### src/rtl/pattern_line_sequencer.sv
// Frame/line scheduler for the pattern Control FSM: sync/f_sync pulses, endFrame, per-frame Mode/X.
// Optional continuous-frame operation is enabled by defining PATSEQ_AUTO_REPEAT_EN.
module pattern_line_sequencer #(
    parameter int LINE_W = 11,
    parameter int GAP_W  = 4
) (
    input  logic              clk,
    input  logic              rst_n,
    input  logic              start,
    input  logic              stop,
    input  logic              cfg_wr,
    input  logic [2:0]        cfg_mode,
    input  logic [1:0]        cfg_x,
    input  logic [LINE_W-1:0] cfg_lines,
    input  logic [GAP_W-1:0]  cfg_gap,
    input  logic              endLine,
    output logic              f_sync,
    output logic              sync,
    output logic              endFrame,
    output logic [2:0]        Mode,
    output logic [1:0]        X,
    output logic              busy,
    output logic              frame_done,
    output logic              cfg_err
);

    typedef enum logic [2:0] {
        S_IDLE  = 3'd0,
        S_FIRST = 3'd1,
        S_RUN   = 3'd2,
        S_GAP   = 3'd3,
        S_LINE  = 3'd4,
        S_DONE  = 3'd5
    } state_t;

    localparam logic [LINE_W-1:0] LINE_ONE = {{(LINE_W-1){1'b0}}, 1'b1};
    localparam logic [GAP_W:0]    GAP_ONE  = {{GAP_W{1'b0}}, 1'b1};

    state_t state_q, state_d;

    logic [2:0]        sh_mode_q, sh_mode_d;
    logic [1:0]        sh_x_q, sh_x_d;
    logic [LINE_W-1:0] sh_lines_q, sh_lines_d;
    logic [GAP_W-1:0]  sh_gap_q, sh_gap_d;

    logic [2:0]        mode_q, mode_d;
    logic [1:0]        x_q, x_d;
    logic [LINE_W-1:0] lines_q, lines_d;
    logic [GAP_W-1:0]  gap_q, gap_d;

    logic [LINE_W-1:0] line_cnt_q, line_cnt_d;
    logic [GAP_W-1:0]  gap_cnt_q, gap_cnt_d;
    logic              stop_pend_q, stop_pend_d;
    logic              reload_q, reload_d;

    logic              f_sync_q, f_sync_d;
    logic              sync_q, sync_d;
    logic              end_frame_q, end_frame_d;
    logic              busy_q, busy_d;
    logic              frame_done_q, frame_done_d;
    logic              cfg_err_q, cfg_err_d;

    // A write coinciding with a load is seen by that load.
    logic [2:0]        sel_mode;
    logic [1:0]        sel_x;
    logic [LINE_W-1:0] sel_lines;
    logic [GAP_W-1:0]  sel_gap;
    logic [GAP_W:0]    gap_cnt_inc;
    logic [LINE_W-1:0] last_idx;

    assign sel_mode    = cfg_wr ? cfg_mode  : sh_mode_q;
    assign sel_x       = cfg_wr ? cfg_x     : sh_x_q;
    assign sel_lines   = cfg_wr ? cfg_lines : sh_lines_q;
    assign sel_gap     = cfg_wr ? cfg_gap   : sh_gap_q;
    assign gap_cnt_inc = {1'b0, gap_cnt_q} + GAP_ONE;

    always_comb begin
        state_d      = state_q;
        sh_mode_d    = sel_mode;
        sh_x_d       = sel_x;
        sh_lines_d   = sel_lines;
        sh_gap_d     = sel_gap;
        mode_d       = mode_q;
        x_d          = x_q;
        lines_d      = lines_q;
        gap_d        = gap_q;
        line_cnt_d   = line_cnt_q;
        gap_cnt_d    = gap_cnt_q;
        stop_pend_d  = stop_pend_q | (stop & (state_q != S_IDLE));
        reload_d     = reload_q;
        cfg_err_d    = cfg_err_q;
        f_sync_d     = 1'b0;
        sync_d       = 1'b0;
        frame_done_d = 1'b0;
        end_frame_d  = end_frame_q;
        busy_d       = 1'b0;
        last_idx     = '0;

        case (state_q)
            S_IDLE: begin
                if (start) begin
                    if (sel_mode != 3'b000) begin
                        mode_d     = sel_mode;
                        x_d        = sel_x;
                        lines_d    = sel_lines;
                        gap_d      = sel_gap;
                        line_cnt_d = '0;
                        cfg_err_d  = 1'b0;
                        state_d    = S_FIRST;
                    end else begin
                        cfg_err_d = 1'b1;
                    end
                end
            end
            S_FIRST: state_d = S_RUN;
            S_RUN: begin
                if (endLine) begin
                    if (end_frame_q) begin
                        state_d = S_DONE;
                    end else begin
                        line_cnt_d = (&line_cnt_q) ? line_cnt_q : line_cnt_q + LINE_ONE;
                        gap_cnt_d  = '0;
                        state_d    = S_GAP;
                    end
                end
            end
            // GAP always lasts at least one clock, so gap 0 and 1 both give one idle clock.
            S_GAP: begin
                if (gap_cnt_inc >= {1'b0, gap_q}) begin
                    state_d = reload_q ? S_FIRST : S_LINE;
                end else begin
                    gap_cnt_d = gap_cnt_inc[GAP_W-1:0];
                end
            end
            S_LINE: state_d = S_RUN;
            S_DONE: begin
                stop_pend_d = 1'b0;
`ifdef PATSEQ_AUTO_REPEAT_EN
                if (stop_pend_q | stop) begin
                    state_d = S_IDLE;
                end else if (sel_mode == 3'b000) begin
                    cfg_err_d = 1'b1;
                    state_d   = S_IDLE;
                end else begin
                    mode_d     = sel_mode;
                    x_d        = sel_x;
                    lines_d    = sel_lines;
                    gap_d      = sel_gap;
                    line_cnt_d = '0;
                    gap_cnt_d  = '0;
                    reload_d   = 1'b1;
                    state_d    = S_GAP;
                end
`else
                state_d = S_IDLE;
`endif
            end
            default: state_d = S_IDLE;
        endcase

        // Outputs are decoded from the next state so every output comes straight from a flop.
        last_idx = (lines_d == '0) ? '0 : lines_d - LINE_ONE;
        case (state_d)
            S_FIRST: begin
                f_sync_d    = 1'b1;
                sync_d      = 1'b1;
                reload_d    = 1'b0;
                line_cnt_d  = '0;
                end_frame_d = (lines_d <= LINE_ONE) | stop_pend_d;
            end
            S_LINE: begin
                sync_d      = 1'b1;
                end_frame_d = (line_cnt_d >= last_idx) | stop_pend_d;
            end
            S_DONE: begin
                frame_done_d = 1'b1;
                end_frame_d  = 1'b0;
            end
            S_IDLE: end_frame_d = 1'b0;
            default: ;
        endcase

        busy_d = (state_d == S_FIRST) || (state_d == S_RUN) ||
                 (state_d == S_GAP)   || (state_d == S_LINE);
    end

    always_ff @(posedge clk or negedge rst_n) begin
        if (!rst_n) begin
            state_q      <= S_IDLE;
            sh_mode_q    <= 3'b001;
            sh_x_q       <= 2'b00;
            sh_lines_q   <= LINE_ONE;
            sh_gap_q     <= '0;
            mode_q       <= 3'b000;
            x_q          <= 2'b00;
            lines_q      <= '0;
            gap_q        <= '0;
            line_cnt_q   <= '0;
            gap_cnt_q    <= '0;
            stop_pend_q  <= 1'b0;
            reload_q     <= 1'b0;
            f_sync_q     <= 1'b0;
            sync_q       <= 1'b0;
            end_frame_q  <= 1'b0;
            busy_q       <= 1'b0;
            frame_done_q <= 1'b0;
            cfg_err_q    <= 1'b0;
        end else begin
            state_q      <= state_d;
            sh_mode_q    <= sh_mode_d;
            sh_x_q       <= sh_x_d;
            sh_lines_q   <= sh_lines_d;
            sh_gap_q     <= sh_gap_d;
            mode_q       <= mode_d;
            x_q          <= x_d;
            lines_q      <= lines_d;
            gap_q        <= gap_d;
            line_cnt_q   <= line_cnt_d;
            gap_cnt_q    <= gap_cnt_d;
            stop_pend_q  <= stop_pend_d;
            reload_q     <= reload_d;
            f_sync_q     <= f_sync_d;
            sync_q       <= sync_d;
            end_frame_q  <= end_frame_d;
            busy_q       <= busy_d;
            frame_done_q <= frame_done_d;
            cfg_err_q    <= cfg_err_d;
        end
    end

    assign f_sync     = f_sync_q;
    assign sync       = sync_q;
    assign endFrame   = end_frame_q;
    assign Mode       = mode_q;
    assign X          = x_q;
    assign busy       = busy_q;
    assign frame_done = frame_done_q;
    assign cfg_err    = cfg_err_q;

endmodule
### config.mk
export PLATFORM = sky130hd
export DESIGN_NAME = pattern_line_sequencer
export DESIGN_NICKNAME = d
export VERILOG_FILES = /design/src/rtl/pattern_line_sequencer.sv
export SDC_FILE = /design/constraint.sdc
export NUM_CORES = 1
export LEC_CHECK = 0
export CAP_MARGIN = 20
export CELL_PAD_IN_SITES_DETAIL_PLACEMENT = 0
export CELL_PAD_IN_SITES_GLOBAL_PLACEMENT = 1
export CORE_MARGIN = 3
export CORE_UTILIZATION = 48
export DETAILED_ROUTE_END_ITERATION = 10
export GPL_TIMING_DRIVEN = 0
export PLACE_DENSITY = 0.87
export SYNTH_ARGS = -nofsm -noshare
export SYNTH_HDL_FRONTEND = slang
export SYNTH_SLANG_ARGS = --single-unit
### constraint.sdc
create_clock -name clk -period 8.6 [get_ports clk]
set_input_delay 1.72 -clock clk [delete_from_list [all_inputs] [get_ports clk]]
set_output_delay 1.72 -clock clk [all_outputs]
set_load 0.01 [all_outputs]
==> metrics.txt, run 1 <==
status complete, no violations; post-route clock period utilization between 70 and 80%; DP Worst Slack about 2.0 ns; Ys Warns 0; power density over the cells ~300 nW/µm²; Final setup viols 0; uppermost layer routed met4; Final Worst Setup Slack ~2.4 ns; met1 WL between 3000 and 4000 µm; final core utilization approximately three fifths; Required @ worst endpoint 8.82 ns; GRT overflow 0; Post-synth top flop dfrtp_1; worst-margin pin slew around 0.8 ns; Leak ~0.0019 µW; CTS Buf Count 9; syn_nets 395; die height 92.9 µm; starting density of the core 49.7%; RePlAce Congestion a little over 0.8; pin count of the biggest net entering global routing 66; ys async rst share 100%; first-pass GRT wire length between 10000 and 15000 µm; Distinct cells, synth 57; CP Class in -> reg; Diodes inserted 0; ratio of cells with drive above 1 in the final layout between 10 and 15%; Die X around 93 µm; Wirelength per Cell roughly 16 µm; core box area 7290 µm²; Final Hold Slack between 0.4 and 0.5 ns; Clock Skew 0.00788 ns; sequential share of the synthesized area between 40% and 50%; Hold Vio Cnt, Final 0; Worst-path clk slew roughly 0.08 ns; Final Slew Violations 0; worst hold path class reg -> reg; Post-CTS Setup Inserts 0; vias in the first global route ~2800; area grow syn2layout 17.8%; Max Clk Rate between 150 and 200 MHz; Die ar. ~8600 µm²; # Max-Cap Violations 0; CP Max Fanout 10; PortBufs 35; vias per inst between 5 and 6; RSZ-0062 raised after global routing no; drt initial violations 110; fin nets 441; drt pass-1 iters 4; clock latency on the worst-skew pair roughly 0.35 ns; EDFF count, synth 0; clock tree buffer depth 2; setup tns final 0 ns; Root Driver clkbuf_8; Syn Inst Count 350; clock sinks 65; GRT Overall Usage roughly a fifth; vias about 2800; Crit path arrival time 6.46 ns; Finished Cell Area approximately 4300 µm²; placed cell area a little over 4000 µm²; commonest non-fill, non-tap cell in the layout dfrtp_1; Yosys reg bits between 60 and 70; Post-CTS Resized 0; max_slew headroom around 46%; maximum vdd ir drop 0.000189 V; DR WL met3 around 240 µm; num rows 31; Post-route DRC 0; minimum clock period a little over 6 ns; TritonCTS clock tree done; Mean Syn Cell Area 10.4 µm²; commonest cells after routing, fill and taps aside 63 x dfrtp_1, 44 x nand2_1, 34 x clkdlybuf4s50_1; met2 WL 3720 µm; post-DP HPWL ~5800 µm; final WL just under 8000 µm; H-tree depth 3; Crit. End Element flip-flop; hold buffers post-CTS 0; Worst setup SP type primary input; Post-Synthesis Cell Area 3620 µm²; ANT nets after route 0; initial antenna violation count 0; # IOs 37
## logic make-up after synthesis
group	share of synthesized area (%)
and+or+nand+nor	16.6
AOI/OAI and AO/OA	16.3
DFF	45.0
muxes	10.5
buffers and inverters	4.11
adders and majority gates	6.56
xor gates and xnor gates	0.967
## registers in the layout, indices dropped and copies added, names as in the netlist, 2 cells and up
name and flops:
line_cnt_q 11, lines_q 11, sh_lines_q 11, gap_cnt_q 4, gap_q 4, sh_gap_q 4
Mode 3, sh_mode_q 3, state_q 3, X 2, sh_x_q 2
## report_power, final
part	internal, µW	switching, µW	total [µW]
logic	250	321	571
registers	393	54.4	448
clock network	105	125	231
total	749	501	1250
## layout make-up
| class | count | area (µm²) |
|---|---|---|
| Buffer | 14 | 75.1 |
| Clock inverter | 6 | 45.0 |
| Fill cell | 677 | 3020 |
| Multi-Input combinational cell | 252 | 1850 |
| Timing Repair Buffer | 35 | 348 |
| Sequential cell | 65 | 1630 |
| Tap cell | 99 | 124 |
| Clock buffer | 10 | 128 |
| Inverter | 19 | 73.8 |
## per-layer routing
| layer | track usage [%] | vias up |
|---|---|---|
| met1 | 27.5 | 1350 |
| met5 | 0 | - |
| met3 | 4.47 | 5 |
| met4 | 7.20 | 0 |
| met2 | 32.3 | 34 |
| li1 | - | 1389 |
## worst max-delay path, stage by stage
cell             delay (ns)
clkdlybuf4s50_1        0.53
or4b_1                 0.13
clkbuf_1               0.34
nand3_4                0.18
inv_4                  0.18
buf_2                  0.31
mux2i_1                0.38
ha_1                   0.31
nand2_1                0.17
nor3_1                 0.22
a21oi_1                0.06
ha_1                   0.30
a21o_1                 0.16
a2111oi_0              0.40
o21ai_0                0.17
a2111oi_0              0.55
a2bb2oi_1              0.26
o41ai_2                0.09
## cells in the mapped netlist (5+ instances only)
master | number | area, µm²
inv_1 | 18 | 67.6
a21oi_1 | 10 | 50.1
nor3_1 | 9 | 45.0
a22o_1 | 8 | 70.1
ha_1 | 19 | 238
o21ai_0 | 19 | 95.1
mux2i_1 | 14 | 140
nand2_1 | 44 | 165
buf_2 | 6 | 30.0
mux2_2 | 20 | 225
dfrtp_1 | 63 | 1580
nand4_1 | 5 | 31.3
nand2b_1 | 6 | 37.5
nand3_1 | 7 | 35.0
a31oi_1 | 11 | 68.8
nor2_1 | 13 | 48.8
## through the flow
step | std cells | power, µW
finish | 500 | 1250
global route | 500 | 1360
CTS | 500 | 1260
detailed placement | 484 | 1030
global placement | 484 | 1010
floorplan | 350 | 846
## path summary, 6_finish.rpt
kind	slack [ns]	to	depth (start not counted)	from
setup / recovery	2.36	endFrame	18	cfg_mode[0]
hold / removal	0.49	X[0]	2	X[0]
setup reg to reg	3.77	endFrame	17	state_q[2]
hold reg to reg	0.49	X[0]	2	X[0]
max in group asynchronous	6.61	line_cnt_q[7]	1	rst_n
min in group asynchronous	1.47	lines_q[6]	1	rst_n
Note: power is estimated with default switching activity, not from simulation.
==> run 2, diff against run 1 <==
--- a/config.mk
+++ b/config.mk
@@ -9,10 +9,10 @@
 export CELL_PAD_IN_SITES_DETAIL_PLACEMENT = 0
 export CELL_PAD_IN_SITES_GLOBAL_PLACEMENT = 1
 export CORE_MARGIN = 3
-export CORE_UTILIZATION = 48
+export CORE_UTILIZATION = 41
 export DETAILED_ROUTE_END_ITERATION = 10
 export GPL_TIMING_DRIVEN = 0
-export PLACE_DENSITY = 0.87
+export PLACE_DENSITY = 0.79
 export SYNTH_ARGS = -nofsm -noshare
 export SYNTH_HDL_FRONTEND = slang
 export SYNTH_SLANG_ARGS = --single-unit
==> constraint.sdc (replaced) <==
create_clock -name clk -period 5 [get_ports clk]
set_input_delay 1 -clock clk [delete_from_list [all_inputs] [get_ports clk]]
set_output_delay 1 -clock clk [all_outputs]
set_load 0.01 [all_outputs]
==> run 2 against run 1 <==
- sequential share of layout area is 1.3 points lower
- register-to-register slack worse by 3.1 ns
- via count is 0.79% lower
- sequential power is 73% higher
- sequential cell count stayed put
- utilization is 5.7 points lower
- combinational power is 75% higher
- critical endpoint unchanged
- largest cell class unchanged
- largest power group unchanged
- highest routed layer unchanged
==> metrics.txt, run 2 (synthesis gave the netlist of run 1 again) <==
status complete, no violations; post-route clock period utilization a little over nine tenths; # Max-Cap Violations 0 (unchanged); vias in the first global route 2867 (+2.3%); RSZ-0062 raised after global routing no; Finished Cell Area 4420 µm² (+3.7%); Worst setup SP type primary input; Die ar. 10000 µm² (+16%); Worst-path clk slew 0.08 ns (about the same); Pint 1520 µW (+100%); Leak 0.00197 µW (+3.1%); TritonCTS clock tree done; starting density of the core 43.2% (-6.5 points); initial antenna violation count 0 (unchanged); Wirelength per Cell 15.7 µm (about the same); Final setup viols 0 (unchanged); critical hold path startpoint X[0]; R2R Setup Slk 0.71 ns (-3.06 ns); Post-route DRC 0 (unchanged); CTS Buf Count 9 (unchanged); ANT nets after route 0 (unchanged); GRT overflow 0 (unchanged); max_slew headroom 46.3% (+0.40 points); Final Slew Violations 0 (unchanged); worst-margin pin slew 0.806 ns (-0.00603 ns); vias 2756 (-0.79%); Crit Reg-Reg Endpoint endFrame; worst hold stages 2 (unchanged); Root Driver clkbuf_8; Hold Vio Cnt, Final 0 (unchanged); vias per inst 5.47 (-1.6%); maximum vdd ir drop 0.000271 V (+44%); drt initial violations 89 (-19%); drt pass-1 iters 4 (unchanged); commonest cells after routing, fill and taps aside 63 x dfrtp_1, 44 x nand2_1, 34 x clkdlybuf4s50_1; worst setup path start cfg_mode[2]; Final Worst Setup Slack 0.193 ns (-2.17 ns); GRT Overall Usage 17.5% (-2.9 points); CP Max Fanout 10 (unchanged); core box area 8380 µm² (+15%); Clock Skew 0.00926 ns (+0.00138 ns); worst hold path class reg -> reg; placed cell area 4100 µm² (+0.18%); fin nets 439 (-0.45%); power density over the cells 539 nW/µm² (+84%); Regs by FF count line_cnt_q (11), lines_q (11), sh_lines_q (11); clock sinks 65 (unchanged); Crit path arrival time 5.03 ns (-1.43 ns); Diodes inserted 0 (unchanged); area grow syn2layout 22.1%; Required @ worst endpoint 5.22 ns (-3.60 ns); PortBufs 35 (unchanged); hold buffers post-CTS 0 (unchanged); final WL 7930 µm (+0.84%); switching share of power 36.4% (-3.7 points); Final Total Pwr 2390 µW (+91%); num rows 33 (+6.5%); ratio of cells with drive above 1 in the final layout 15.5% (+1.6 points); Die X 100 µm (+7.7%); Critical R2R Launch state_q[2]; post-DP HPWL 5920 µm (+2.1%); r2r worst-path depth 16 (-1); clock latency on the worst-skew pair 0.34 ns (about the same); first-pass GRT wire length 13800 µm (+0.31%); CP Class in -> reg; minimum clock period around 4.8 ns; NetSw 870 µW (+74%); worst hold endpoint X[0]; RePlAce Congestion 0.841 (+3.2%); Max Clk Rate approximately 210 MHz; Sequential Power Share 32.5% (-3.3 points); die height 100 µm (+7.7%); combinational share of power 42.0% (-3.7 points); pin count of the biggest net entering global routing 66 (unchanged); commonest non-fill, non-tap cell in the layout dfrtp_1; Crit. End Element flip-flop; final core utilization 52.8% (-5.7 points); H-tree depth 3 (unchanged); Clk pwr share 25.5% (+7.0 points); DP Worst Slack -0.882 ns (-2.86 ns); clock tree buffer depth 2 (unchanged); # IOs 37 (unchanged)
## run 2: power groups by stage
| stage | clock network, µW | registers [µW] | logic, µW |
|---|---|---|---|
| after floorplan | 0 | 778 | 676 |
| after global placement | 0 | 778 | 965 |
| after detailed placement | 0 | 783 | 981 |
| after CTS | 621 | 775 | 994 |
| after global routing | 649 | 797 | 1120 |
| final | 608 | 777 | 1000 |
## run 2: worst max-delay path, cell delays in order
cell and delay [ns]:
clkdlybuf4s50_1 0.45, or4b_4 0.63, nand3_4 0.17, buf_2 0.26
buf_1 0.44, nand2_1 0.14, mux2i_1 0.21, ha_1 0.27
a21o_1 0.16, a2111oi_1 0.39, o21ai_1 0.18, a2111oi_2 0.39
a2bb2oi_1 0.23, o41ai_2 0.09
## run 2: final cells by class
| cell class | count | area (µm²) |
|---|---|---|
| Fill cell | 742 | 3960 |
| Inverter | 19 | 76.3 |
| Sequential cell | 65 | 1630 |
| Tap cell | 105 | 131 |
| Timing Repair Buffer | 35 | 348 |
| Clock buffer | 10 | 138 |
| Buffer | 12 | 66.3 |
| Multi-Input combinational cell | 252 | 1900 |
| Clock inverter | 6 | 138 |
## run 2: worst max-delay path by stage
stage	endpoint	depth (start not counted)
floorplan	endFrame	18
global placement	endFrame	18
detailed placement	endFrame	18
CTS	endFrame	16
global route	endFrame	16
finish	endFrame	14
## run 2: per-stage QoR
step	hold WS, ns	cells	TNS, ns
2_1_floorplan	0.452	350	0
3_3_place_gp	0.470	490	-0.860
3_5_place_dp	0.470	490	-0.882
4_1_cts	0.486	504	0
5_1_grt	0.502	504	0
6_report	0.484	504	0
## run 2: timing repair
item,in CTS,in global routing
gates resized for setup,7,6
endpoints found under the setup margin,1,1
pin swaps,1,2
hold endpoints to repair,0,0
buffers inserted,0,0
## run 2: layer usage
layer  up-vias  wire [µm]  share of wire, %  track usage, %
li1       1382          -                 -               -
met1      1335       3860                49            23.2
met2        33       3700                47            28.7
met3         6        296               3.7            4.45
met4         0         74              0.93            4.46
met5         -          0                 0               0
==> run 3, diff against run 2 <==
--- a/config.mk
+++ b/config.mk
@@ -9,10 +9,10 @@
 export CELL_PAD_IN_SITES_DETAIL_PLACEMENT = 0
 export CELL_PAD_IN_SITES_GLOBAL_PLACEMENT = 1
 export CORE_MARGIN = 3
-export CORE_UTILIZATION = 41
+export CORE_UTILIZATION = 40
 export DETAILED_ROUTE_END_ITERATION = 10
 export GPL_TIMING_DRIVEN = 0
-export PLACE_DENSITY = 0.79
+export PLACE_DENSITY = 0.77
 export SYNTH_ARGS = -nofsm -noshare
 export SYNTH_HDL_FRONTEND = slang
 export SYNTH_SLANG_ARGS = --single-unit
==> run 3 against run 2 <==
- critical path depth grew 2
- register-to-register slack better by 0.16 ns
- die area up 2.3%
- sequential power barely moved
- critical path type unchanged
- utilization decreased by 2.6 points
- combinational power grew 4%
- global-route usage fell by 0.52 points
- worst hold slack worse by 0.0016 ns
==> metrics.txt, run 3 (synthesis gave the netlist of run 1 again) <==
status complete, no violations; GRT Overall Usage 17.0% (-0.52 points); Worst-path clk slew 0.07 ns (about the same); Leak 0.00194 µW (-1.6%); DP Worst Slack -0.986 ns (-0.104 ns); pin count of the biggest net entering global routing 66 (unchanged); worst hold stages 2 (unchanged); CTS Buf Count 9 (unchanged); # IOs 37 (unchanged); minimum clock period 4.69 ns (-0.119 ns); Final setup viols 0 (unchanged); Final Slew Violations 0 (unchanged); first-pass GRT wire length 13800 µm (-0.30%); commonest non-fill, non-tap cell in the layout dfrtp_1; area grow syn2layout 21.5%; Worst setup SP type primary input; drt pass-1 iters 4 (unchanged); Final Hold Slack 0.483 ns (-0.00163 ns); num rows 34 (+3.0%); ratio of cells with drive above 1 in the final layout 16.8% (+1.2 points); r2r worst-path depth 17 (+1); GRT overflow 0 (unchanged); worst-margin pin slew 0.854 ns (+0.0475 ns); CP Class in -> reg; H-tree depth 3 (unchanged); Crit path arrival time 4.89 ns (-0.14 ns); hold buffers post-CTS 0 (unchanged); switching share of power 39.7% (+3.2 points); worst hold path class reg -> reg; power density over the cells 513 nW/µm² (-4.9%); maximum vdd ir drop 0.000331 V (+22%); commonest cells after routing, fill and taps aside 63 x dfrtp_1, 43 x nand2_1, 34 x clkdlybuf4s50_1; Regs by FF count line_cnt_q (11), lines_q (11), sh_lines_q (11); Clk pwr share 19.6% (-5.9 points); CP Max Fanout 17 (+7); Die ar. 10200 µm² (+2.3%); Root Driver clkbuf_8; crit-path cells clkdlybuf4s50_1 > or4b_4 > nand3_4 > inv_6 > mux2i_4 > ha_4 > nand2_2 > nor3_2 > a21oi_1 > ha_1 > a21o_1 > a2111oi_1 > o21ai_1 > a2111oi_4 > nor2b_2 > o41ai_2; Post-route DRC 0 (unchanged); Diodes inserted 0 (unchanged); Max Clk Rate 213 MHz (+2.5%); post-DP HPWL 5990 µm (+1.1%); placed cells 493 (+0.61%); Sequential Power Share 34.5% (+2.0 points); R2R Setup Slk 0.87 ns (+0.16 ns); NetSw 897 µW (+3.1%); Clock Skew 0.0111 ns (+0.00179 ns); clock latency on the worst-skew pair 0.34 ns (about the same); starting density of the core 41.3% (-1.9 points); Crit. End Element flip-flop; clock sinks 65 (unchanged); Final Total Pwr 2260 µW (-5.3%); initial antenna violation count 0 (unchanged); vias in the first global route 2788 (-2.8%); Post-Layout Cell Count 508 (+0.79%); ANT nets after route 0 (unchanged); combinational share of power 45.9% (+3.9 points); Hold Vio Cnt, Final 0 (unchanged); RSZ-0062 raised after global routing no; Wirelength per Cell 16.0 µm (+1.8%); TritonCTS clock tree done; post-route clock period utilization 93.7% (-2.4 points); PortBufs 35 (unchanged); clock tree buffer depth 2 (unchanged); Pint 1360 µW (-10%); max_slew headroom 43.1% (-3.2 points); final core utilization 50.2% (-2.6 points); slowest stage delay, CP 0.62 ns (about the same); Final Worst Setup Slack 0.313 ns (+0.119 ns); core box area 8760 µm² (+4.6%); fin nets 440 (+0.23%); final WL 8140 µm (+2.6%); vias 2750 (-0.22%); Required @ worst endpoint 5.20 ns (-0.02 ns); drt initial violations 132 (+48%); die height 101 µm (+1.2%); vias per inst 5.41 (-1.0%); # Max-Cap Violations 0 (unchanged); Die X 101 µm (+1.2%); RePlAce Congestion 0.862 (+2.5%); slowest CP cell or4b_4
==> run 3: worst paths after layout <==
| kind | endpoint | from |
|---|---|---|
| worst max-delay path | endFrame | cfg_mode[0] |
| worst max register to register | endFrame | state_q[2] |
| worst min-delay path | X[0] | X[0] |
| worst min register to register | X[0] | X[0] |
| min in group asynchronous | line_cnt_q[2] | rst_n |
| max in group asynchronous | line_cnt_q[7] | rst_n |
==> run 3: metrics by stage <==
stage / setup TNS [ns] / instance area [µm²]
6_report: 0 / 4400
5_1_grt: 0 / 4400
4_1_cts: 0 / 4320
3_5_place_dp: -0.986 / 4110
3_3_place_gp: -0.898 / 4110
2_1_floorplan: 0 / 3620
==> run 3: repair_timing <==
| action | 4_1_cts | 5_1_grt |
|---|---|---|
| setup endpoints to repair | 1 | 1 |
| pin swaps | 0 | 3 |
| buffers inserted | 0 | 2 |
| endpoints found under the hold margin | 0 | 0 |
| gates resized for setup | 7 | 12 |
==> run 3: power by group through the flow <==
stage / logic, µW / registers (µW) / clock network [µW]
2_1_floorplan: 676 / 778 / 0
3_3_place_gp: 967 / 777 / 0
3_5_place_dp: 989 / 782 / 0
4_1_cts: 1010 / 776 / 459
5_1_grt: 1170 / 801 / 486
6_report: 1040 / 780 / 443
==> run 3: per-layer routing <==
| metal | vias to the layer above | part of all wire (%) | routed length [µm] | GRT usage, % |
|---|---|---|---|---|
| met4 | 0 | 1.1 | 89 | 3.99 |
| met5 | - | 0 | 0 | 0 |
| met2 | 46 | 46 | 3780 | 27.8 |
| met3 | 6 | 3.4 | 276 | 3.86 |
| met1 | 1313 | 49 | 3990 | 23.0 |
| li1 | 1385 | - | - | - |
==> run 3: area by class of cell <==
| cell class | count | area, µm² |
|---|---|---|
| Timing Repair Buffer | 37 | 363 |
| Fill cell | 805 | 4360 |
| Sequential cell | 65 | 1630 |
| Clock inverter | 6 | 67.6 |
| Tap cell | 108 | 135 |
| Buffer | 11 | 62.6 |
| Multi-Input combinational cell | 252 | 1940 |
| Clock buffer | 10 | 128 |
| Inverter | 19 | 76.3 |
==> run 3: critical path, delay by kind of cell <==
| family | cells | cell delay, ns |
|---|---|---|
| and+or+nand+nor | 5 | 1.28 |
| AOI/OAI and AO/OA | 6 | 1.26 |
| buffers and inverters | 2 | 0.57 |
| adders and majority gates | 2 | 0.49 |
| muxes | 1 | 0.26 |
